### config.mk
export PLATFORM = sky130hd
export DESIGN_NAME = serial_add_ctrl
export DESIGN_NICKNAME = d
export VERILOG_FILES = /design/src/rtl/serial_add_ctrl.sv
export SDC_FILE = /design/constraint.sdc
export NUM_CORES = 1
export LEC_CHECK = 0
export ABC_AREA = 1
export ABC_CLOCK_PERIOD_IN_PS = 1700
export CAP_MARGIN = 20
export CELL_PAD_IN_SITES_DETAIL_PLACEMENT = 2
export CELL_PAD_IN_SITES_GLOBAL_PLACEMENT = 2
export CORE_ASPECT_RATIO = 0.75
export CORE_UTILIZATION = 30
export CTS_BUF_LIST = sky130_fd_sc_hd__clkbuf_4 sky130_fd_sc_hd__clkbuf_8 sky130_fd_sc_hd__clkbuf_16
export CTS_CLUSTER_SIZE = 30
export DETAILED_ROUTE_END_ITERATION = 10
export PLACE_DENSITY_LB_ADDON = 0.08
export SLEW_MARGIN = 40
export SYNTH_ARGS = -nofsm -noshare
export SYNTH_HDL_FRONTEND = slang
export SYNTH_SLANG_ARGS = --single-unit
### constraint.sdc
create_clock -name clk -period 1.7 [get_ports clk]
set_input_delay 0.34 -clock clk [delete_from_list [all_inputs] [get_ports clk]]
set_output_delay 0.34 -clock clk [all_outputs]
set_load 0.005 [all_outputs]
### src/rtl/serial_add_ctrl.sv
// Bit-serial WIDTH-bit adder sequencer: one shared full-adder cell (two half-adder
// cells plus an OR) stepped LSB to MSB, with a start/busy/done handshake.
//
// state | meaning
// IDLE  | waiting for start; last result held on sum/cout/ovf
// RUN   | one operand bit added per clock, cnt counts bits done
// DONE  | one-cycle result pulse; start here re-enters RUN with no bubble
module serial_add_ctrl #(
    parameter int WIDTH = 8,
    parameter int CNT_W = $clog2(WIDTH) + 1
) (
    input  logic             clk,
    input  logic             rst_n,
    input  logic             start,
    input  logic             abort,
    input  logic [WIDTH-1:0] a,
    input  logic [WIDTH-1:0] b,
    input  logic             cin,
    output logic             ready,
    output logic             busy,
    output logic             done,
    output logic [WIDTH-1:0] sum,
    output logic             cout,
    output logic             ovf
);

    localparam logic [1:0] IDLE = 2'd0;
    localparam logic [1:0] RUN  = 2'd1;
    localparam logic [1:0] DONE = 2'd2;

    logic [1:0]       state;
    logic [WIDTH-1:0] a_sh;
    logic [WIDTH-1:0] b_sh;
    logic [WIDTH-1:0] res_sh;
    logic             carry;
    logic [CNT_W-1:0] cnt;

    logic [1:0]       ha0;
    logic [1:0]       ha1;
    logic             carry_next;
    logic [WIDTH-1:0] res_next;
    logic             last_bit;

    // Half-adder cell, returns {carry, sum}
    function automatic logic [1:0] half_add(input logic x, input logic y);
        return {x & y, x ^ y};
    endfunction

    always_comb begin
        ha0        = half_add(a_sh[0], b_sh[0]);
        ha1        = half_add(ha0[0], carry);
        carry_next = ha0[1] | ha1[1];
        res_next   = {ha1[0], res_sh[WIDTH-1:1]};
        last_bit   = (cnt == CNT_W'(WIDTH - 1));
    end

    assign ready = (state == IDLE) || (state == DONE);
    assign busy  = (state == RUN);
    assign done  = (state == DONE);

    always_ff @(posedge clk or negedge rst_n) begin
        if (!rst_n) begin
            state  <= IDLE;
            a_sh   <= '0;
            b_sh   <= '0;
            res_sh <= '0;
            carry  <= 1'b0;
            cnt    <= '0;
            sum    <= '0;
            cout   <= 1'b0;
            ovf    <= 1'b0;
        end else begin
            case (state)
                IDLE, DONE: begin
                    if (start) begin
                        a_sh  <= a;
                        b_sh  <= b;
                        carry <= cin;
                        cnt   <= '0;
                        state <= RUN;
                    end else begin
                        state <= IDLE;
                    end
                end
                RUN: begin
                    if (abort) begin
                        state <= IDLE;
                    end else begin
                        a_sh   <= a_sh >> 1;
                        b_sh   <= b_sh >> 1;
                        res_sh <= res_next;
                        carry  <= carry_next;
                        cnt    <= cnt + CNT_W'(1);
                        if (last_bit) begin
                            sum   <= res_next;
                            cout  <= carry_next;
                            // carry here is the carry into the MSB
                            ovf   <= carry ^ carry_next;
                            state <= DONE;
                        end
                    end
                end
                default: state <= IDLE;
            endcase
        end
    end

endmodule
==> metrics.csv <==
metric,value,unit
run_status,"complete, no violations",
yosys_warnings,0,
synth_area_leaders,"dfrtp_1, nand2_1, o21ai_0",
setup.worst_path.class,in -> reg,
syn-cell-area,1780,µm²
antenna_cells,0,
critPathLaunchType,input pin,
clock_sinks,40,
area_delta_synth_final,31.8,%
rsz0062_at_grt,false,
route.detailed.drc,0,
synth_top_cell_area_share,56.3,%
clockBufferDepth,2,
fill_cells,650,
nets,279,
multi_input_area,652,µm²
hold_slack,0.0346,ns
rr_worst_depth,5,
fin_crit,1.57,ns
fin_ws,0.129,ns
avgRoutedWirePerCell,14.5,µm
grt_max_degree,33,
hold_viol_final,0,
finalSetupViolCount,0,
ctsHtreeMaxLevel,2,
ys_types,19,
placement_rows,23,
clkTransAtPathRegs,0.08,ns
start_util,32.2,%
grt_pass1_vias,1673,
fin_skew,0.00849,ns
die_y,68.7,µm
overflow,0,
drv_slew,0,
setup_tns,0,ns
die_x,90.9,µm
drv_cap,0,
drt_iter0_markers,42,
required,1.93,ns
routed_wl,4810,µm
clock_latency,0.29,ns
postSynthAreaPerCell,8.27,µm²
synthCells,215,
post-dp-hpwl,3500,µm
gp_congestion,0.769,
io_pins,34,
tritoncts,built,
relSlewSlack,62.4,%
cts_buffers,5,
vias,1530,
drt-pass1-iter-count,4,
final_antenna_net_count,0,
stdcell_area,2340,µm²
track_usage,16.8,%
coreArea,5530,µm²
fmax,0.636,GHz
die_area,6240,µm²
vdd_ir_drop_max,420,µV
total_leakage_power,1.20,nW
port_buffers,33,
synth_area_leader_cell,dfrtp_1,
antenna_found_initial,0,
viasPerCell,4.61,
worstMarginPinSlew,0.564,ns
hold_class,in -> async,
syn_nets,238,
fin_crit_sh,92.4,%
clk_root_buffer_cell,clkbuf_8,
ys_ff_latch,40,
pre_cts_ws,-0.195,ns
endpoint_kind,flip-flop,
seq_area_frac_synth,56.3,%
layout-drive-gt1-share,10.9,%
critPathArrivalTime,1.80,ns
placedInstanceArea,2230,µm²
seqCellArea,1000,µm²
cp_max_fo,11,
p_per_area,1120,nW/µm²
grt_pass1_wl,8000,µm
-- where the power goes --
part           internal (mW)  leakage (nW)  switching (mW)
logic                  0.276         0.623           0.369
registers               1.17         0.525           0.138
clock network          0.324        0.0510           0.336
-- critical path: stages --
cell and delay, ns:
clkdlybuf4s50_1 0.43, nand3b_1 0.32, nor2_2 0.47, nand2_1 0.14
nand2_1 0.10
-- Yosys cell counts --
cell type and number:
clkbuf_1 3, dfrtp_1 40, nand3_1 4, fa_1 1, nand3b_1 2, o21ai_0 38, nor2_1 5, mux2i_1 1
nor2_2 1, o21ai_1 1, inv_1 19, a21oi_1 2, buf_4 2, nand2_2 1, clkbuf_2 1, ha_1 1
xor2_1 1, nand2_1 87, buf_2 5
-- layer usage --
| layer | share of wire, % | vias to the layer above | track usage, % |
|---|---|---|---|
| met1 | 46 | 759 | 20.6 |
| met3 | 2.7 | 2 | 3.51 |
| li1 | - | 748 | - |
| met2 | 51 | 21 | 29.9 |
| met5 | 0 | - | 0 |
| met4 | 0.62 | 0 | 5.95 |
-- logic make-up after synthesis --
family	after synthesis	synth area share [%]
AO/OA/AOI/OAI	41	11.5
adder cells (fa/ha/maj)	2	1.83
buffers and inverters	30	7.18
multiplexers	1	0.563
XOR/XNOR	1	0.493
flip-flops	40	56.3
AND/OR/NAND/NOR	100	22.1
-- stage by stage --
step           std cells  utilization (%)  total power, mW
3_5_place_dp         322             40.3             1.97
4_1_cts              331             42.2             2.66
5_1_grt              332             42.4             2.81
3_3_place_gp         322             40.3             1.92
6_report             332             42.4             2.62
2_1_floorplan        215                -             1.68
-- cell type report --
cell class | count | area share (%)
repair buffers | 45 | 18.4
flip-flops and latches | 40 | 42.8
clock inverters | 2 | 0.427
inverters | 19 | 3.04
well taps | 75 | 4.00
clock buffers | 6 | 3.52
multi-input cells | 145 | 27.8
-- state kept, by name, summed over array words and instances (netlist names) --
name and flops:
sum 8, ovf 1, cout 1, state 2
a_sh 8, b_sh 8, carry 1, res_sh 7
cnt 4
-- worst paths after layout --
path | from | endpoint | slack (ns)
setup / recovery | abort | ovf | 0.13
hold reg to reg | res_sh[1] | res_sh[1] | 0.49
min in group clk | res_sh[1] | res_sh[1] | 0.49
hold / removal | rst_n | res_sh[2] | 0.03
setup reg to reg | cnt[0] | ovf | 0.17
max in group asynchronous | rst_n | state[0] | 1.06
-- layout by cell type, fill, tap and decap left out --
cell type and n:
o21ai_0 38, clkbuf_8 6, nor2_1 5, dfrtp_2 1
clkdlybuf4s50_1 29, nand2_2 2, nor2_2 1, nand3b_1 2
buf_4 11, clkinv_2 2, buf_2 1, dfrtp_1 39
nand2_1 86, nand3_1 4, ha_1 1, mux2i_1 1
dlygate4sd2_1 1, dlymetal6s2s_1 2, a21oi_1 2, fa_1 1
inv_1 16, xor2_1 1, o21ai_1 1, inv_2 3
buf_12 1
-- what timing repair did --
action,CTS,global route
hold buffers,0,0
gates resized for setup,6,2
endpoints found under the setup margin,3,2
buffers inserted,1,1
Power figures use the tool's default switching activity.
